### config.mk
export PLATFORM = sky130hd
export DESIGN_NAME = decrypt_char_stream
export DESIGN_NICKNAME = d
export VERILOG_FILES = /design/src/rtl/rc4_pkg.sv /design/src/rtl/decrypt_char_stream.sv
export SDC_FILE = /design/constraint.sdc
export NUM_CORES = 1
export LEC_CHECK = 0
export ABC_AREA = 1
export BUFFER_PORTS_ARGS = -buffer_cell sky130_fd_sc_hd__buf_2
export CAP_MARGIN = 15
export CORE_AREA = 2 2 81 83
export CTS_CLUSTER_DIAMETER = 120
export DETAILED_ROUTE_END_ITERATION = 6
export DIE_AREA = 0 0 83 85
export HOLD_SLACK_MARGIN = 0.1
export PLACE_DENSITY = 0.95
export SKIP_CTS_REPAIR_TIMING = 1
export SYNTH_ARGS = -nofsm -noshare
export SYNTH_HDL_FRONTEND = slang
export SYNTH_SLANG_ARGS = --single-unit
### constraint.sdc
create_clock -name clok -period 2.9 [get_ports clok]
set_clock_uncertainty 0.15 [all_clocks]
set_input_delay 0.145 -clock clok [delete_from_list [all_inputs] [get_ports clok]]
set_output_delay 0.145 -clock clok [all_outputs]
set_load 0.01 [all_outputs]
### src/rtl/rc4_pkg.sv
// Shared RC4 definitions for the S-init, key-schedule, keystream and checker blocks.
package rc4_pkg;
   localparam int S_AW    = 8;
   localparam int MSG_AW  = 5;
   localparam int MSG_LEN = 32;

   typedef enum logic [3:0] {
      ST_IDLE,
      ST_RD_SI,
      ST_WT_SI,
      ST_RD_SJ,
      ST_WT_SJ,
      ST_WR_I,
      ST_WR_J,
      ST_RD_F,
      ST_WT_F,
      ST_PRESENT,
      ST_WAIT_ACK,
      ST_DONE
   } rc4_state_t;
endpackage

### src/rtl/decrypt_char_stream.sv
// RC4 keystream/decrypt engine: produces one plaintext byte per checker handshake.
//
// state       | meaning
// ------------+---------------------------------------------------
// ST_IDLE     | waiting for key scheduling to finish (start)
// ST_RD_SI    | i <= i+1, read s[i+1]
// ST_WT_SI    | capture si
// ST_RD_SJ    | j <= j+si, read s[j+si]
// ST_WT_SJ    | capture sj
// ST_WR_I     | s[i] <= sj
// ST_WR_J     | s[j] <= si
// ST_RD_F     | read s[si+sj]
// ST_WT_F     | char_out <= keystream ^ encrypted byte
// ST_PRESENT  | write decrypted RAM, raise new_char
// ST_WAIT_ACK | hold new_char until a compared_char rising edge
// ST_DONE     | whole message produced, wait for start_over
module decrypt_char_stream
   import rc4_pkg::*;
#(
   parameter int MSG_LEN = rc4_pkg::MSG_LEN
) (
   input  logic              clok,
   input  logic              resetm,
   input  logic              start,
   input  logic              start_over,
   output logic [S_AW-1:0]   s_addr,
   output logic [7:0]        s_wdata,
   output logic              s_wren,
   input  logic [7:0]        s_rdata,
   output logic [MSG_AW-1:0] enc_addr,
   input  logic [7:0]        enc_rdata,
   output logic [MSG_AW-1:0] dec_addr,
   output logic [7:0]        dec_wdata,
   output logic              dec_wren,
   output logic [7:0]        char_out,
   output logic              new_char,
   input  logic              compared_char,
   output logic [5:0]        char_count,
   output logic              done
);

   localparam logic [5:0] LP_LEN = 6'(MSG_LEN);

   rc4_state_t r_state, w_next;

   logic [7:0] r_i, r_j, r_si, r_sj, r_char;
   logic [5:0] r_k;
   logic       r_ack_q, r_new, r_done;
   logic       w_ack_rise;
   logic [5:0] w_k_inc;

   assign w_ack_rise = compared_char & ~r_ack_q;
   assign w_k_inc    = r_k + 6'd1;

   always_ff @(posedge clok or posedge resetm) begin
      if (resetm) r_state <= ST_IDLE;
      else        r_state <= w_next;
   end

   always_comb begin
      w_next   = r_state;
      s_addr   = '0;
      s_wdata  = '0;
      s_wren   = 1'b0;
      dec_wren = 1'b0;
      case (r_state)
         ST_IDLE:     if (start) w_next = ST_RD_SI;
         ST_RD_SI: begin
            s_addr = r_i + 8'd1;
            w_next = ST_WT_SI;
         end
         ST_WT_SI:    w_next = ST_RD_SJ;
         ST_RD_SJ: begin
            s_addr = r_j + r_si;
            w_next = ST_WT_SJ;
         end
         ST_WT_SJ:    w_next = ST_WR_I;
         ST_WR_I: begin
            s_addr  = r_i;
            s_wdata = r_sj;
            s_wren  = 1'b1;
            w_next  = ST_WR_J;
         end
         ST_WR_J: begin
            s_addr  = r_j;
            s_wdata = r_si;
            s_wren  = 1'b1;
            w_next  = ST_RD_F;
         end
         ST_RD_F: begin
            s_addr = r_si + r_sj;
            w_next = ST_WT_F;
         end
         ST_WT_F:     w_next = ST_PRESENT;
         ST_PRESENT: begin
            dec_wren = 1'b1;
            w_next   = ST_WAIT_ACK;
         end
         ST_WAIT_ACK: if (w_ack_rise) w_next = (w_k_inc == LP_LEN) ? ST_DONE : ST_RD_SI;
         ST_DONE:     w_next = ST_DONE;
         default:     w_next = ST_IDLE;
      endcase
      // abort must also kill a write already decoded for this cycle
      if (start_over) begin
         w_next   = ST_IDLE;
         s_wren   = 1'b0;
         dec_wren = 1'b0;
      end
   end

   always_ff @(posedge clok or posedge resetm) begin
      if (resetm) begin
         r_i     <= '0;
         r_j     <= '0;
         r_k     <= '0;
         r_si    <= '0;
         r_sj    <= '0;
         r_char  <= '0;
         r_new   <= 1'b0;
         r_done  <= 1'b0;
         r_ack_q <= 1'b0;
      end else begin
         r_ack_q <= compared_char;
         if (start_over) begin
            r_i    <= '0;
            r_j    <= '0;
            r_k    <= '0;
            r_new  <= 1'b0;
            r_done <= 1'b0;
         end else begin
            case (r_state)
               ST_IDLE: if (start) begin
                  r_i <= '0;
                  r_j <= '0;
                  r_k <= '0;
               end
               ST_RD_SI:   r_i    <= r_i + 8'd1;
               ST_WT_SI:   r_si   <= s_rdata;
               ST_RD_SJ:   r_j    <= r_j + r_si;
               ST_WT_SJ:   r_sj   <= s_rdata;
               ST_WT_F:    r_char <= s_rdata ^ enc_rdata;
               ST_PRESENT: r_new  <= 1'b1;
               ST_WAIT_ACK: if (w_ack_rise) begin
                  r_new <= 1'b0;
                  r_k   <= w_k_inc;
                  if (w_k_inc == LP_LEN) r_done <= 1'b1;
               end
               default: ;
            endcase
         end
      end
   end

   // ROM address held at k so enc_rdata is stable by WT_F
   assign enc_addr   = r_k[MSG_AW-1:0];
   assign dec_addr   = r_k[MSG_AW-1:0];
   assign dec_wdata  = r_char;
   assign char_out   = r_char;
   assign new_char   = r_new;
   assign char_count = r_k;
   assign done       = r_done;

endmodule

* Word level (Yosys, flattened, before mapping)
Cells that the tools add are included.
** Word-level totals
- Flip-flop bits (word level) :: 53
- Bits of input ports :: 21
** Operators by class
- Add/sub/neg operators :: 4
- Equal/unequal tests :: 14
- Mux-type cells :: 27
- Bitwise logic cells :: 4
- Reductions and logical operators :: 18
** Operators by type and width (number)
- $pmux 4 s12 :: 1
- $pmux 8 s2 :: 3
- $pmux 8 s5 :: 1
- $mux 8 :: 3
- $mux 6 :: 3
- $add 8x8->8 :: 2
- $eq 4x3->1 const B :: 4
- $eq 4x4->1 const B :: 4
- $mux 4 :: 4
- $reduce_and 2->1 :: 7
- $pmux 6 s2 :: 1
- $reduce_bool 3->1 :: 4
- $mux 1 :: 10
- $add 8x1->8 const B :: 1
- $eq 4x2->1 const B :: 2
- $xor 8x8->8 :: 1
- $add 6x1->6 const B :: 1
- $eq 6x6->1 const B :: 1
- $ne 3x3->1 const B :: 2
- $reduce_and 3->1 :: 2
- $reduce_bool 2->1 :: 3
- $eq 4x1->1 const B :: 1
- $logic_not 4->1 :: 1
- $not 1->1 :: 2
- other kinds (3) :: 3

* Depth between registers and ports, before layout
Gate-level depths: netlist (run 1).
- Depth in word-level cells :: 6
- Depth in mapped cells :: 10
- Mapped depth without buffers :: 10

* Least setup slack after synthesis (run 1)
OpenSTA, ideal clock, no wires.
- Kind :: flip-flop to output port
- Start :: register r_si[0]
- End :: output s_addr[2]
- Data arrival time :: 1692 ps
- Required time :: 2605 ps
- Slack :: 913 ps
- Stages on the path, launching flop included :: 8
- Cells stage by stage :: dfrtp_1 ha_1 fa_1 or2_2 nand3_1 o21ai_0 a21oi_1 nand3_1
** On the way
- Longest elaborated chain between the ends :: 2
** Ends and longest elaborated chain
- start, declared :: RTL line decrypt_char_stream.sv:46 : logic [7:0] r_i, r_j, r_si, r_sj, r_char;
- start signal, assigned :: RTL line decrypt_char_stream.sv:138 : ST_WT_SI: r_si <= s_rdata;
- $add 8x8->8 (on tied branches) :: RTL line decrypt_char_stream.sv:91, decrypt_char_stream.sv:74
- $pmux 8 s5 (*) :: RTL line decrypt_char_stream.sv:66 : case (r_state)
- end, declared :: RTL line decrypt_char_stream.sv:26 : output logic [S_AW-1:0] s_addr,
Every way passes the cells marked *; elsewhere a longest branch is shown, timed or not.

* Final worst setup path (run 1)
Same ends and word-level chain as after synthesis.

==> results.md, run 1 <==
* First-pass GRT wire length at around 15 mm
* Final worst slack at around 0.17 ns
* # port buffers at 72
* Max VDD drop at roughly 370 uV
* Crit share post-route at 0.940
* TritonCTS clock tree: built
* Startpoint types: flip-flop
* Crit path DAT at 2.43 ns
* Number of flops mapped to enable cells by yosys at 0
* DRC at 0
* Worst skew pair latency at 0.32 ns
* Fin Setup TNS at 0 ns
* Routed length per instance at 15.7 um
* Synth Area in Compound Gates at 0.141
* Max-Cap Viols at 0
* Gp weighted congestion at 1.01
* Leak at 2.26 nW
* Register Area at around 0.0013 sq mm
* Clk slew on worst S/H paths at ~0.090 ns
* RSZ-0062 raised after global routing: false
* Width of the chip at 83 um
* # H-tree levels at 2
* Syn avg cell area at 7.33 sq um
* Initial core utilization at 0.575
* Vias in the first global route at 3236
* Detail Route Antenna Nets at 0
* Synth Area in XOR/XNOR at 0.0270
* Clock network fraction of design power at 0.232
* Tot GR Track Use at 0.251
* Worst Hold Launch: start_over
* Die ar. at 0.00706 sq mm
* Final Hold Fails at 0
* Setup-failing EPs final at 0
* Worst Setup SP: r_si[0]
* Mux cell area share after synthesis at 0
* Core Box Area at 0.00620 sq mm
* Ys flop type: dfrtp_1
* Multi-input gate area at 0.00184 sq mm
* Detailed Route Iter0 Violations at 404
* N_diodes at 0
* I/O pins at 73
* PD cells at 547 mW/mm^2
* Antenna violations before repair at 0
* Die height at around 85 um
* Max-slew headroom at 0.532
* Pre-CTS setup slack at 0.679 ns
* DP HPWL at about 6.5 mm
* CTS Buf Count at 5
* Syn nets at around 530
* Switching Share at 0.377
* Synthesis-to-layout area growth at 18.7%
* Cell count after synthesis at 487
* Combinational power share at 0.348
* Nets at 606
* Via count at 3777
* Largest net degree at the start of global routing at between 50 and 60
* Tot Pwr at 0.00232 W
* Min Tclk post-route at 2.73 ns
* Adder-cell share of the synthesized area at 0.0673
* Simple-Gate Fraction of Synth Area at 0.280
* Max clock buf depth at 2
* Sequential area share after synthesis at 0.372
* Post-synth ARST share at 1.00
* Largest family of logic cells by synthesized area: simple AND/OR/NAND/NOR gates
* R2R Path Start: r_si[2]
* Flop pwr share at 0.420
* TritonRoute pass-1 iters at 5
* Synth warnings at 0
* CTS root buf: clkbuf_8
* Critical path capture point type: output pin
* Measured slew at the worst slew-check pin at 0.699 ns
* Vias per cell at 5.86
* P_sw at between 0.0008 and 0.0009 W
* WP data required at 2.61 ns
* Critical path class: flip-flop to output pin
* Mapped Area at 0.00357 sq mm
* DRT Wirelength at 10.1 mm
* Post-synth cell types at 34
* Status: finished clean
* Grt total ovfl at 0
* Final Slew Violations at 0
* Cell row count at 29
* Fmax at about 0.37 GHz
* CP max FO at 4
* Share of layout cells above drive strength 1 at 0.176
* Hold Path Class: primary input to flip-flop
* #FFs+latches synth at 53
* Pint at 0.00144 W
* Fillers at 463
* TritonCTS Sinks at 53
[logic make-up after synthesis]
kind of cell             Yosys count
AND/OR/NAND/NOR                  228
buffers and inverters             88
XOR/XNOR                          11
flip-flops                        53
AO/OA/AOI/OAI                     89
adder cells (fa/ha/maj)           18
[power groups by stage]
stage               combinational, W  sequential [W]  clock [W]
floorplan                   0.000566        0.000951          0
global placement            0.000687        0.000970          0
detailed placement          0.000722        0.000978          0
CTS                         0.000738        0.000963   0.000534
global route                0.000897        0.000987   0.000570
finish                      0.000807        0.000975   0.000538
[synthesized netlist by cell type, types with 3 or more instances]
| cell type | count | area (sq um) |
|---|---|---|
| nand2_1 | 119 | 447 |
| inv_1 | 57 | 214 |
| dfrtp_1 | 53 | 1330 |
| nand3_1 | 43 | 215 |
| nor2_1 | 39 | 146 |
| o21ai_0 | 37 | 185 |
| a21oi_1 | 28 | 140 |
| buf_4 | 19 | 143 |
| ha_1 | 16 | 200 |
| nand4_1 | 10 | 62.6 |
| o22ai_1 | 10 | 62.6 |
| xnor2_1 | 10 | 87.6 |
| a22o_1 | 7 | 61.3 |
| inv_2 | 6 | 22.5 |
| or2_2 | 4 | 25.0 |
| buf_2 | 3 | 15.0 |
| nor3_1 | 3 | 15.0 |
[layout make-up]
class	instances	area share
inverters	64	0.0567
well taps	77	0.0227
multi-input cells	346	0.434
repair buffers	97	0.146
clock buffers	7	0.0204
clock inverters	1	0.00709
flip-flops and latches	53	0.313
[worst paths after layout]
check / end / slack, ns / cells after the start
hold / removal: r_j[4] / 0.14 / 2
min in group asynchronous: r_si[2] / 0.30 / 3
setup / recovery: s_addr[2] / 0.17 / 8
hold reg to reg: r_j[6] / 0.39 / 2
setup reg to reg: r_j[3] / 0.96 / 6
max in group asynchronous: r_i[3] / 1.72 / 4
[flip-flops by register name, indices dropped and copies added, names as in the netlist]
name and cells:
r_sj 8, done 1, new_char 1, char_out 8
r_i 8, r_j 8, char_count 6, r_state 4
r_ack_q 1, r_si 8
[per-layer routing]
layer  GRT usage  wire length, um  vias up
li1            -                -     1747
met1       0.332             3940     1721
met2       0.420             4830      253
met3      0.0409              851       56
met4      0.0924              500        0
met5           0                0        -
[worst max-delay path, stage by stage, from the launching register on]
cell and delay (ns):
dfrtp_1 0.43, ha_1 0.27, fa_1 0.46, or2_2 0.33, nand3_1 0.12, o21ai_0 0.12, a21oi_1 0.13, nand3_1 0.09
buf_2 0.16
[placed cells by master, fill, tap and decap left out, drive strengths merged, types with 16 or more instances in the layout]
master,instances
nand2,121
buf,73
inv,63
dfrtp,53
nand3,43
nor2,42
o21ai,40
a21oi,28
dlygate4sd3,24
ha,16
[through the flow]
stage               utilization  instance area (sq um)  cells  hold slack (ns)
floorplan                     -                   3570    487           0.0264
global placement          0.622                   3860    612            0.117
detailed placement        0.622                   3860    612            0.120
CTS                       0.641                   3980    620           -0.211
global route              0.683                   4240    645            0.166
finish                    0.683                   4240    645            0.141
Power figures use the tool's default switching activity.
==> run 2: changes to the inputs <==
--- a/config.mk
+++ b/config.mk
@@ -8,10 +8,10 @@
 export ABC_AREA = 1
 export BUFFER_PORTS_ARGS = -buffer_cell sky130_fd_sc_hd__buf_2
 export CAP_MARGIN = 15
-export CORE_AREA = 2 2 81 83
+export CORE_AREA = 2 2 77 86
 export CTS_CLUSTER_DIAMETER = 120
 export DETAILED_ROUTE_END_ITERATION = 6
-export DIE_AREA = 0 0 83 85
+export DIE_AREA = 0 0 79 88
 export HOLD_SLACK_MARGIN = 0.1
 export PLACE_DENSITY = 0.95
 export SKIP_CTS_REPAIR_TIMING = 1
==> results.md, run 2 (synthesized netlist as in run 1, its figures left out) <==
* Synthesis-to-layout area growth at 18.6% (was 18.7%)
* Min Tclk post-route at 2.56 ns (was 2.73 ns)
* Clk slew on worst S/H paths at 0.09 ns (about the same)
* Final instance area at 0.00423 sq mm (was 0.00424 sq mm)
* Leak at 2.26 nW (about the same)
* WP data required at 2.61 ns (about the same)
* R2R cell count at 6 (unchanged)
* TritonCTS clock tree: built (unchanged)
* Critical path capture point type: output pin (unchanged)
* Cell row count at 30 (was 29)
* Via count at 3655 (was 3777)
* Worst Setup SP: r_si[0] (unchanged)
* Fin Setup TNS at 0 ns (unchanged)
* Max-slew headroom at 0.543 (was 0.532)
* Cell Area, Placed at 0.00388 sq mm (was 0.00386 sq mm)
* DP HPWL at 6.83 mm (was 6.51 mm)
* Nets at 605 (was 606)
* Critical path class: flip-flop to output pin (unchanged)
* Core Box Area at 0.00608 sq mm (was 0.00620 sq mm)
* DRT Wirelength at 9.72 mm (was 10.1 mm)
* N_diodes at 0 (unchanged)
* Worst Hold Launch: start_over (unchanged)
* Flop2flop setup slack at 1.04 ns (was 0.96 ns)
* Status: finished clean (unchanged)
* Final Hold Fails at 0 (unchanged)
* Startpoint types: flip-flop (unchanged)
* Setup-failing EPs final at 0 (unchanged)
* Die height at 88 um (was 85 um)
* Detail Route Antenna Nets at 0 (unchanged)
* Routed length per instance at 15.0 um (was 15.7 um)
* Largest net degree at the start of global routing at 32 (was 54)
* TritonRoute pass-1 iters at 7 (was 5)
* Grt total ovfl at 0 (unchanged)
* Fillers at 479 (was 463)
* RSZ-0062 raised after global routing: false (unchanged)
* WHS Path Cells at 2 (unchanged)
* First-pass GRT wire length at 14.9 mm (was 14.6 mm)
* Crit share post-route at 0.882 (was 0.940)
* Gp weighted congestion at 0.944 (was 1.01)
* Max clock buf depth at 2 (unchanged)
* Hold Path Class: primary input to flip-flop (unchanged)
* CTS Buf Count at 5 (unchanged)
* # port buffers at 72 (unchanged)
* Commonest non-fill, non-tap cell in the layout: nand2_1 (unchanged)
* Width of the chip at 79 um (was 83 um)
* Fmax at 0.391 GHz (was 0.367 GHz)
* Tot GR Track Use at 0.267 (was 0.251)
* Max-Cap Viols at 0 (unchanged)
* Detailed Route Iter0 Violations at 354 (was 404)
* CTS root buf: clkbuf_8 (unchanged)
* Vias per cell at 5.65 (was 5.86)
* Final Slew Violations at 0 (unchanged)
* TritonCTS Sinks at 53 (unchanged)
* Vias in the first global route at 3401 (was 3236)
* R2R Path Start: r_si[2] (unchanged)
* Crit path DAT at 2.26 ns (was 2.43 ns)
* Die ar. at 0.00695 sq mm (was 0.00706 sq mm)
* Antenna violations before repair at 0 (unchanged)
* Register Area at 0.00133 sq mm (unchanged)
* Multi-input gate area at 0.00184 sq mm (unchanged)
* Share of layout cells above drive strength 1 at 0.180 (was 0.176)
* PD cells at 560 mW/mm^2 (was 547 mW/mm^2)
* Commonest non-fill, non-tap cells in the layout: 119 x nand2_1, 72 x buf_2, 56 x inv_1 (unchanged)
* Initial core utilization at 0.587 (was 0.575)
* CP max FO at 4 (unchanged)
* R2r endpoint: r_j[3] (unchanged)
* Max VDD drop at 443 uV (was 367 uV)
* # H-tree levels at 2 (unchanged)
* Measured slew at the worst slew-check pin at 0.682 ns (was 0.699 ns)
* WHS Endpoint: done (was r_j[4])
* Worst skew pair latency at 0.31 ns (was 0.32 ns)
* I/O pins at 73 (unchanged)
* DRC at 0 (unchanged)
[run 2: changes by cell type in the layout (fill, tap and decap cells not counted)]
cell	change
clkinv_2	+1
buf_12	-1
clkbuf_8	-1
buf_4	+2
dlygate4sd3_1	-2
clkbuf_1	-1
bufinv_16	+1
[run 2: how the worst max path moves through the flow]
stage	endpoint	slack (ns)	cells after the start
2_1_floorplan	s_addr[2]	0.91	7
3_3_place_gp	s_addr[2]	0.70	8
3_5_place_dp	s_addr[2]	0.69	8
4_1_cts	s_addr[2]	0.34	8
5_1_grt	s_addr[2]	0.26	8
6_report	s_addr[2]	0.34	8
[run 2: layer usage]
layer | part of all wire | GRT usage | up-vias
li1 | - | - | 1749
met2 | 0.51 | 0.477 | 184
met5 | 0 | 0 | -
met3 | 0.062 | 0.0392 | 30
met1 | 0.40 | 0.332 | 1692
met4 | 0.026 | 0.0878 | 0
[run 2: critical path, cell delays in order (launching register included)]
cell     delay, ns
dfrtp_1       0.43
ha_1          0.25
fa_1          0.43
or2_2         0.32
nand3_1       0.08
o21ai_0       0.08
a21oi_1       0.12
nand3_1       0.09
buf_2         0.16
[run 2: through the flow]
step | setup WS, ns | total power [W] | cells | util | hold WS (ns)
2_1_floorplan | 0.913 | 0.00152 | 487 | - | 0.0264
3_5_place_dp | 0.691 | 0.00171 | 617 | 0.638 | 0.119
4_1_cts | 0.340 | 0.00231 | 625 | 0.660 | -0.216
5_1_grt | 0.264 | 0.00250 | 647 | 0.696 | 0.152
6_report | 0.343 | 0.00237 | 647 | 0.696 | 0.137
3_3_place_gp | 0.700 | 0.00167 | 617 | 0.638 | 0.111
[run 2: layout make-up]
| class | instances | share of cell area |
|---|---|---|
| Clock buffer | 5 | 0.0163 |
| Clock inverter | 3 | 0.0154 |
| Inverter | 64 | 0.0568 |
| Multi-Input combinational cell | 346 | 0.434 |
| Sequential cell | 53 | 0.313 |
| Tap cell | 80 | 0.0236 |
| Timing Repair Buffer | 96 | 0.141 |
[run 2: where the power goes]
part / switching [W] / leakage, nW / internal (W)
logic: 0.000477 / 1.49 / 0.000315
clock network: 0.000253 / 0.0681 / 0.000343
registers: 0.000138 / 0.701 / 0.000845
